**config.mk**
```make
export PLATFORM = sky130hd
export DESIGN_NAME = gouram_trace_collector_flat
export DESIGN_NICKNAME = d
export VERILOG_FILES = /design/src/rtl/gouram_trace_collector_if.sv /design/src/rtl/gouram_trace_collector.sv /design/src/flat_wrapper.sv
export SDC_FILE = /design/constraint.sdc
export NUM_CORES = 2
export LEC_CHECK = 0
export ABC_CLOCK_PERIOD_IN_PS = 16290
export CAP_MARGIN = 15
export CORE_MARGIN = 1
export CORE_UTILIZATION = 50
export DETAILED_ROUTE_END_ITERATION = 6
export PLACE_DENSITY = 0.68
export SKIP_CTS_REPAIR_TIMING = 1
export SLEW_MARGIN = 20
export SYNTH_ARGS = -nofsm -noshare
export SYNTH_HDL_FRONTEND = slang
export SYNTH_SLANG_ARGS = --single-unit
export TNS_END_PERCENT = 20
```
**constraint.sdc**
```tcl
create_clock -name clk -period 16.29 [get_ports clk]
set_input_delay 1.629 -clock clk [delete_from_list [all_inputs] [get_ports clk]]
set_output_delay 1.629 -clock clk [all_outputs]
set_load 0.03 [all_outputs]
```
**src/rtl/gouram_trace_collector_if.sv**
```systemverilog
// gouram_trace_collector_if: trace-producer and record-consumer handshakes of the collector.
interface gouram_trace_collector_if #(
    parameter int NUM_CHANNELS    = 2,
    parameter int RECORD_WIDTH    = 128,
    parameter int TIMESTAMP_WIDTH = 32
);
    localparam int CH_W = (NUM_CHANNELS > 1) ? $clog2(NUM_CHANNELS) : 1;
    logic [NUM_CHANNELS-1:0]                       trace_valid_i;
    logic [NUM_CHANNELS*RECORD_WIDTH-1:0]          trace_data_i;
    logic [NUM_CHANNELS-1:0]                       trace_ready_o;
    logic                                          out_valid_o;
    logic                                          out_ready_i;
    logic [CH_W+TIMESTAMP_WIDTH+RECORD_WIDTH-1:0]  out_data_o;
    modport master (
        output trace_valid_i, trace_data_i, out_ready_i,
        input  trace_ready_o, out_valid_o, out_data_o
    );
    modport slave (
        input  trace_valid_i, trace_data_i, out_ready_i,
        output trace_ready_o, out_valid_o, out_data_o
    );
endinterface

```
**src/rtl/gouram_trace_collector.sv**
```systemverilog
// gouram_trace_collector: round-robin merge of N trace channels into a timestamped
// first-word-fall-through FIFO with flush and almost-full lock.
module gouram_trace_collector #(
    parameter int NUM_CHANNELS      = 2,
    parameter int RECORD_WIDTH      = 128,
    parameter int FIFO_DEPTH        = 16,
    parameter int TIMESTAMP_WIDTH   = 32,
    parameter int ALMOST_FULL_LEVEL = 12
) (
    input  logic                         clk,
    input  logic                         rst_n,
    gouram_trace_collector_if.slave      bus,
    input  logic                         flush_i,
    output logic [$clog2(FIFO_DEPTH):0]  fill_level_o,
    output logic                         lock,
    output logic [TIMESTAMP_WIDTH-1:0]   counter_o,
    output logic [31:0]                  accepted_count_o
);
    localparam int CH_W = (NUM_CHANNELS > 1) ? $clog2(NUM_CHANNELS) : 1;
    localparam int AW   = $clog2(FIFO_DEPTH);
    localparam int OW   = CH_W + TIMESTAMP_WIDTH + RECORD_WIDTH;

    logic [OW-1:0]   mem [FIFO_DEPTH];
    logic [AW-1:0]   rd_ptr, wr_ptr, next_rd;
    logic [AW:0]     after_rd, next_fill;
    logic [CH_W-1:0] last_grant, gnt_id;
    logic            gnt, can_write, do_rd;
    logic [OW-1:0]   wdata, next_head;

    // A read in the flush cycle is void; a full FIFO still accepts when its head pops.
    assign do_rd     = bus.out_valid_o & bus.out_ready_i & ~flush_i;
    assign can_write = rst_n & ~flush_i &
                       ((int'(fill_level_o) < FIFO_DEPTH) | (bus.out_valid_o & bus.out_ready_i));

    always_comb begin
        gnt    = 1'b0;
        gnt_id = '0;
        for (int i = 1; i <= NUM_CHANNELS; i++) begin
            logic [CH_W-1:0] c;
            c = CH_W'((int'(last_grant) + i) % NUM_CHANNELS);
            if (can_write && !gnt && bus.trace_valid_i[c]) begin
                gnt    = 1'b1;
                gnt_id = c;
            end
        end
    end

    assign bus.trace_ready_o = gnt ? (NUM_CHANNELS'(1) << gnt_id) : '0;
    assign wdata     = {gnt_id, counter_o, bus.trace_data_i[int'(gnt_id)*RECORD_WIDTH +: RECORD_WIDTH]};
    assign after_rd  = fill_level_o - (AW+1)'(do_rd);
    assign next_fill = flush_i ? '0 : after_rd + (AW+1)'(gnt);
    assign next_rd   = rd_ptr + AW'(do_rd);
    // The incoming record becomes the head when nothing older survives this cycle.
    assign next_head = (gnt && after_rd == '0) ? wdata : mem[next_rd];

    always_ff @(posedge clk) begin
        if (gnt) mem[wr_ptr] <= wdata;
    end

    always_ff @(posedge clk or negedge rst_n) begin
        if (!rst_n) begin
            rd_ptr           <= '0;
            wr_ptr           <= '0;
            fill_level_o     <= '0;
            lock             <= 1'b0;
            counter_o        <= '0;
            accepted_count_o <= '0;
            last_grant       <= CH_W'(NUM_CHANNELS - 1);
            bus.out_valid_o  <= 1'b0;
            bus.out_data_o   <= '0;
        end else begin
            counter_o        <= counter_o + TIMESTAMP_WIDTH'(1);
            accepted_count_o <= accepted_count_o + 32'(gnt);
            fill_level_o     <= next_fill;
            lock             <= int'(next_fill) >= ALMOST_FULL_LEVEL;
            bus.out_valid_o  <= next_fill != '0;
            rd_ptr           <= flush_i ? '0 : next_rd;
            wr_ptr           <= flush_i ? '0 : wr_ptr + AW'(gnt);
            if (next_fill != '0) bus.out_data_o <= next_head;
            if (gnt) last_grant <= gnt_id;
        end
    end
endmodule

```
**src/flat_wrapper.sv**
```systemverilog
// flat-port wrapper written by rule: the top's interface ports become plain ports
module gouram_trace_collector_flat 
#(
    parameter int NUM_CHANNELS      = 2,
    parameter int RECORD_WIDTH      = 128,
    parameter int FIFO_DEPTH        = 16,
    parameter int TIMESTAMP_WIDTH   = 32,
    parameter int ALMOST_FULL_LEVEL = 12
)
  (clk, rst_n, flush_i, fill_level_o, lock, counter_o, accepted_count_o, bus_trace_valid_i, bus_trace_data_i, bus_out_ready_i, bus_trace_ready_o, bus_out_valid_o, bus_out_data_o);
  gouram_trace_collector_if #(.NUM_CHANNELS(NUM_CHANNELS), .RECORD_WIDTH(RECORD_WIDTH), .TIMESTAMP_WIDTH(TIMESTAMP_WIDTH)) bus_i ();
  input  logic clk;
  input  logic rst_n;
  input  logic flush_i;
  output logic [$clog2(FIFO_DEPTH):0] fill_level_o;
  output logic lock;
  output logic [TIMESTAMP_WIDTH-1:0] counter_o;
  output logic [31:0] accepted_count_o;
  input wire logic [$bits(bus_i.trace_valid_i)-1:0] bus_trace_valid_i;
  input wire logic [$bits(bus_i.trace_data_i)-1:0] bus_trace_data_i;
  input wire logic [$bits(bus_i.out_ready_i)-1:0] bus_out_ready_i;
  output wire logic [$bits(bus_i.trace_ready_o)-1:0] bus_trace_ready_o;
  output wire logic [$bits(bus_i.out_valid_o)-1:0] bus_out_valid_o;
  output wire logic [$bits(bus_i.out_data_o)-1:0] bus_out_data_o;
  assign bus_i.trace_valid_i = bus_trace_valid_i;
  assign bus_i.trace_data_i = bus_trace_data_i;
  assign bus_i.out_ready_i = bus_out_ready_i;
  assign bus_trace_ready_o = bus_i.trace_ready_o;
  assign bus_out_valid_o = bus_i.out_valid_o;
  assign bus_out_data_o = bus_i.out_data_o;
  gouram_trace_collector #(.NUM_CHANNELS(NUM_CHANNELS), .RECORD_WIDTH(RECORD_WIDTH), .FIFO_DEPTH(FIFO_DEPTH), .TIMESTAMP_WIDTH(TIMESTAMP_WIDTH), .ALMOST_FULL_LEVEL(ALMOST_FULL_LEVEL)) u_core (.clk(clk), .rst_n(rst_n), .bus(bus_i), .flush_i(flush_i), .fill_level_o(fill_level_o), .lock(lock), .counter_o(counter_o), .accepted_count_o(accepted_count_o));
endmodule
```
# ---- Word level (Yosys, flattened, before mapping)
# Memories as Yosys holds them, arrays and structs flattened.
# Cells that the tools add are included.
dict set report op_classes {
  add_sub_neg 8
  order_cmp 4
  shifts 2
  muxes 15
  bitwise_logic 6
  reduce_logical 7
}
# cell n
set ops {}
lappend ops {{variable part select 256 x 9 -> 128 bit} 1}
lappend ops {{two-way mux 161 bit} 1}
lappend ops {{adder 32 x 1 -> 32 bit} 1}
lappend ops {{adder 32 x 1 -> 32 bit, second input constant} 1}
lappend ops {{two-way mux 1 bit} 10}
lappend ops {{adder 4 x 1 -> 4 bit} 2}
lappend ops {{two-way mux 4 bit} 2}
lappend ops {{adder 5 x 1 -> 5 bit} 1}
lappend ops {{greater-or-equal comparator 5 x 4 -> 1 bit, second input constant} 1}
lappend ops {{zero test 5 bit} 1}
lappend ops {{less-than comparator 5 bit, second input constant} 1}
lappend ops {{two-way mux 5 bit} 1}
lappend ops {{nonzero test 5 bit} 1}
lappend ops {{subtractor 5 x 1 -> 5 bit} 1}
lappend ops {{bitwise AND 1 bit} 4}
lappend ops {{logical AND 1 bit} 4}
lappend ops {{less-than comparator 1 x 2 -> 1 bit, second input constant} 2}
lappend ops {{adder 1 bit, second input constant} 2}
lappend ops {{two-way mux 2 bit} 1}
lappend ops {{<< shifter 1 x 1 -> 2 bit, first input constant} 1}
lappend ops {{zero test 1 bit} 1}
lappend ops {{NOT 1 bit} 1}
lappend ops {{OR 1 bit} 1}
dict set report word_totals {
  register_bits 241
  ram_bits 2576
  output_inout_bits 234
  mem_count 1
}
# name words width read_ports rd_clocked_by_memory_dff wr line
set memory_table {}
lappend memory_table {u_core.mem 16 161 1 0 1 gouram_trace_collector.sv:23} ;# logic [OW-1:0] mem [FIFO_DEPTH];

# ---- Logic depth before layout (Yosys ltp)
dict set report logic_depth {
  ltp_word 12
  depth_mapped 15
}

# ---- Worst setup path before layout
# Ideal clock, no wire load.
dict set report synth_timing {
  path_type {input to register}
  from {input flush_i}
  to {memory u_core.mem[0][0] (netlist bit), enable pin}
  arrival_ns 13.331
  path_slack_ns 2.081
  stages 5
  path_buffers 0
  cell_sequence {nand2b_1 a21oi_1 o21ai_0 or3_1 nor3_1}
}
dict set report synth_via {
  elab_chain_len 11
}
# element line
set synth_lines {}
lappend synth_lines {{start, declared} flat_wrapper.sv:14} ;# input logic flush_i;
lappend synth_lines {{NOT 1 bit *} gouram_trace_collector.sv:32} ;# assign can_write = rst_n & ~flush_i &
lappend synth_lines {{bitwise AND 1 bit * (2 in a row)} gouram_trace_collector.sv:32}
lappend synth_lines {{logical AND 1 bit} gouram_trace_collector.sv:41} ;# if (can_write && !gnt && bus.trace_valid_i[c]) begin
lappend synth_lines {{two-way mux 1 bit} gouram_trace_collector.sv:41}
lappend synth_lines {{zero test 1 bit} gouram_trace_collector.sv:41}
lappend synth_lines {{logical AND 1 bit (2 in a row)} gouram_trace_collector.sv:41}
lappend synth_lines {{two-way mux 1 bit *} gouram_trace_collector.sv:41}
lappend synth_lines {{two-way mux 1 bit *} gouram_trace_collector.sv:57} ;# if (gnt) mem[wr_ptr] <= wdata;
lappend synth_lines {{two-way mux 1 bit (not written as such) *} gouram_trace_collector.sv:57}
lappend synth_lines {{end, declared} gouram_trace_collector.sv:23}
# Every way passes the cells marked *; elsewhere a longest branch is shown, timed or not.

# ---- Worst setup path in the final report
dict set report layout_timing {
  from {input flush_i}
  to {register u_core.bus.out_data_o[97]}
}
dict set report layout_via {
  elab_chain_len 12
  word_cells_on_any_way 22
  cone_classes {3 x add/sub; 1 x shift; 6 x mux; 4 x bitwise; 7 x reduce/logical; 1 x memory}
}
# element line
set layout_lines {}
lappend layout_lines {{branches (longest 12 deep; another with variable part select 256 x 9 -> 128 bit)} --}
lappend layout_lines {{end signal, assigned} gouram_trace_collector.sv:79} ;# if (next_fill != '0) bus.out_data_o <= next_head;
lappend layout_lines {{end, declared} gouram_trace_collector_if.sv:20} ;# output trace_ready_o, out_valid_o, out_data_o
# Parallel ways; which one is timed is not known.
# A chain may end at the register's enable or synchronous reset.

==> run metrics <==
Worst Path Arrival between 7000 and 8000 ps; Ports 496; fraction of registers with async set/reset 8.56%; global-route wire length before repair about 390 mm; vias 54,500; wire per inst 29.3 microns; RePlAce Congestion about 0.75; final non-filler cell total around 9,000; final setup margin 9520 ps; Main synth FF type edfxtp_1; gr usage total 23.9%; hpwl dp 131 mm; Die Area 0.221 sq mm; Final setup viols 0; Layout area overhead 16.3%; Mapped Area 0.109 sq mm; maxcap violations 0; Crit. End Element flop; fin area 0.127 sq mm; drt pass-1 iters 5; Clock Skew 41.2 ps; Setup Total Neg Slack 0 ps; DP Area 0.118 sq mm; filler cell count 15,600; Initial Utilization between 50% and 60%; wirelength, routed 264 mm; post-DR vias/cell 6.06; Synth cell types 50; Final Util about three fifths; Chip Width 470 microns; final net count 6,174; Critical Path Source Type primary input; crit path time final 6770 ps; Clock Latency Late Sink just over 900 ps; H-tree levels 5; Reg clk slew, reported paths around 60 ps; Post-Syn Area per Cell around 20 sq um; Post-synth EDFFs 2,576; Data required, critical path about 17,000 ps; relative max-transition margin a little over a quarter; HP Class reg2reg; Worst Tran Pin Value between 1000 and 1500 ps; layout cells sized above 1 21.8%; PortBufs just under 500; WHS ~480 ps; Worst IR Drop VDD 145 uV; Clock Sinks roughly 2,800; vias in the first global route roughly 57,000; Inserted Clock Buffers 304; Root Driver clkbuf_16; leakage ~43 nW; fin crit share 41.6%; RSZ-0062 raised after global routing no; Max Buffers Root-to-Sink 4; die height 470 microns; CTS tree built; final hold violation count 0; ANT nets after route 0; Crit Path Max Fanout 68; Seq/Total Area, Yosys around three quarters; drt first-iter violations about 5,400; GRT overflow 0; synth warn 0; placed cell count roughly 8,400; placement-stage worst setup slack about 8500 ps; Power Dens Cells 140 mW/mm^2; Tot Pwr about 18 mW; Crit Path Class in2reg; largest net degree at the start of global routing 157; syn nets 5,583; fmax around 150 MHz; initial antenna violation count 2; row cnt 171; DRC viols 0; post-synthesis register bit count approximately 2,800; core area between 0.2 and 0.25 sq mm; Max Slew Vio Count 0; run status complete, no violations; Gate Count Post-Synth roughly 5,300
## registers in the layout (all words and copies together), names as in the netlist
name	cells
u_core.last_grant	1
u_core.rd_ptr	4
u_core.bus.out_data_o	161
u_core.counter_o	32
u_core.bus.out_valid_o	1
u_core.wr_ptr	4
u_core.mem	2576
u_core.fill_level_o	5
u_core.accepted_count_o	32
u_core.lock	1
## cells in the final DEF (no fill, tap or decap), types with 3 or more instances in the layout
cell             count
a21o_1              34
nand2b_1            10
nor2_4              12
a211oi_1            33
bufinv_16           25
nand3_1             25
clkbuf_16          308
clkinvlp_4           9
edfxtp_1          2576
diode_2              6
nor2b_1             10
nor2_1              58
nand4_1             14
mux2i_1            127
and4_1               7
nor3_2               4
o22ai_1            160
clkbuf_1            73
clkbuf_8            20
clkinv_1            33
or3_1                3
nor4_1               4
a221o_1            127
o21ai_0            129
mux4_2             644
clkdlybuf4s50_1    494
dfrtp_1            240
inv_6                9
clkinv_2            50
nor3_1               6
xnor2_1             52
nand2_1            151
mux2_2             128
and3_1              14
a221oi_1            34
ha_1                 9
buf_4               93
inv_1              334
buf_12              18
xor2_1              18
## area by class of cell
cell class	count	area (sq um)	share of cell area, %
Sequential cell	2817	83400	65.5
Multi-Input combinational cell	1838	23500	18.5
Clock buffer	401	8260	6.49
Timing Repair Buffer	606	6020	4.73
Tap cell	2854	3570	2.81
Clock inverter	128	1300	1.02
Inverter	334	1250	0.985
Antenna cell	6	15.0	0.0118
## logic make-up after synthesis
| group | count (synthesis) | synth area share [%] |
|---|---|---|
| and+or+nand+nor | 328 | 1.36 |
| DFF | 2817 | 76.2 |
| xor gates and xnor gates | 71 | 0.575 |
| adders and majority gates | 11 | 0.126 |
| buffers and inverters | 655 | 2.51 |
| muxes | 899 | 15.7 |
| AOI/OAI and AO/OA | 529 | 3.50 |
## worst paths after layout
check / depth (start not counted) / end / slack [ps] / start
max reg2reg: 13 / u_core.bus.out_data_o[97] / 10690 / u_core.bus.out_valid_o
max in group asynchronous: 4 / u_core.bus.out_data_o[100] / 12900 / rst_n
max: 13 / u_core.bus.out_data_o[97] / 9520 / flush_i
min: 2 / u_core.bus.out_data_o[43] / 480 / u_core.bus.out_data_o[43]
min reg2reg: 2 / u_core.bus.out_data_o[43] / 480 / u_core.bus.out_data_o[43]
min in group asynchronous: 1 / u_core.lock / 650 / rst_n
## critical path, stage by stage
cell and delay [ps]:
clkdlybuf4s50_1 850, nor2_1 210, ha_4 230, ha_4 910, buf_4 840, buf_4 690
buf_4 910, mux4_2 430, inv_1 70, o22ai_1 70, a221o_1 300, mux2i_1 130
o21ai_0 110
## report_power, final
part	switching (mW)	total, mW	internal [mW]	leakage, nW
sequential	0.204	8.36	8.16	27.0
clock	2.71	6.66	3.95	4.68
combinational	1.55	2.78	1.22	11.5
## cells in the mapped netlist, types with 25 or more instances
library cell,count,area (sq um)
inv_1,334,1250
edfxtp_1,2576,77400
clkbuf_1,139,522
a221oi_1,34,298
nand3_1,25,125
nand2_1,151,567
mux2_2,128,1440
a221o_1,127,1270
buf_1,33,124
buf_4,32,240
o21ai_0,129,646
mux2i_1,127,1270
mux4_2,644,14500
xnor2_1,52,455
a211oi_1,33,248
o22ai_1,160,1000
buf_2,114,571
a21o_1,34,255
nor2_1,70,263
dfrtp_1,240,6010
## layer usage
layer  share of wire [%]  up-vias  wire length, microns  GRT usage (%)
li1                    -    22800                     -              -
met3                 6.2      425                 16400           3.72
met1                  40    29200                106000           32.1
met5                   0        -                     0              0
met4                 2.5        0                  6680           6.72
met2                  51     2013                134000           40.8
Note: power is estimated with default switching activity, not from simulation.
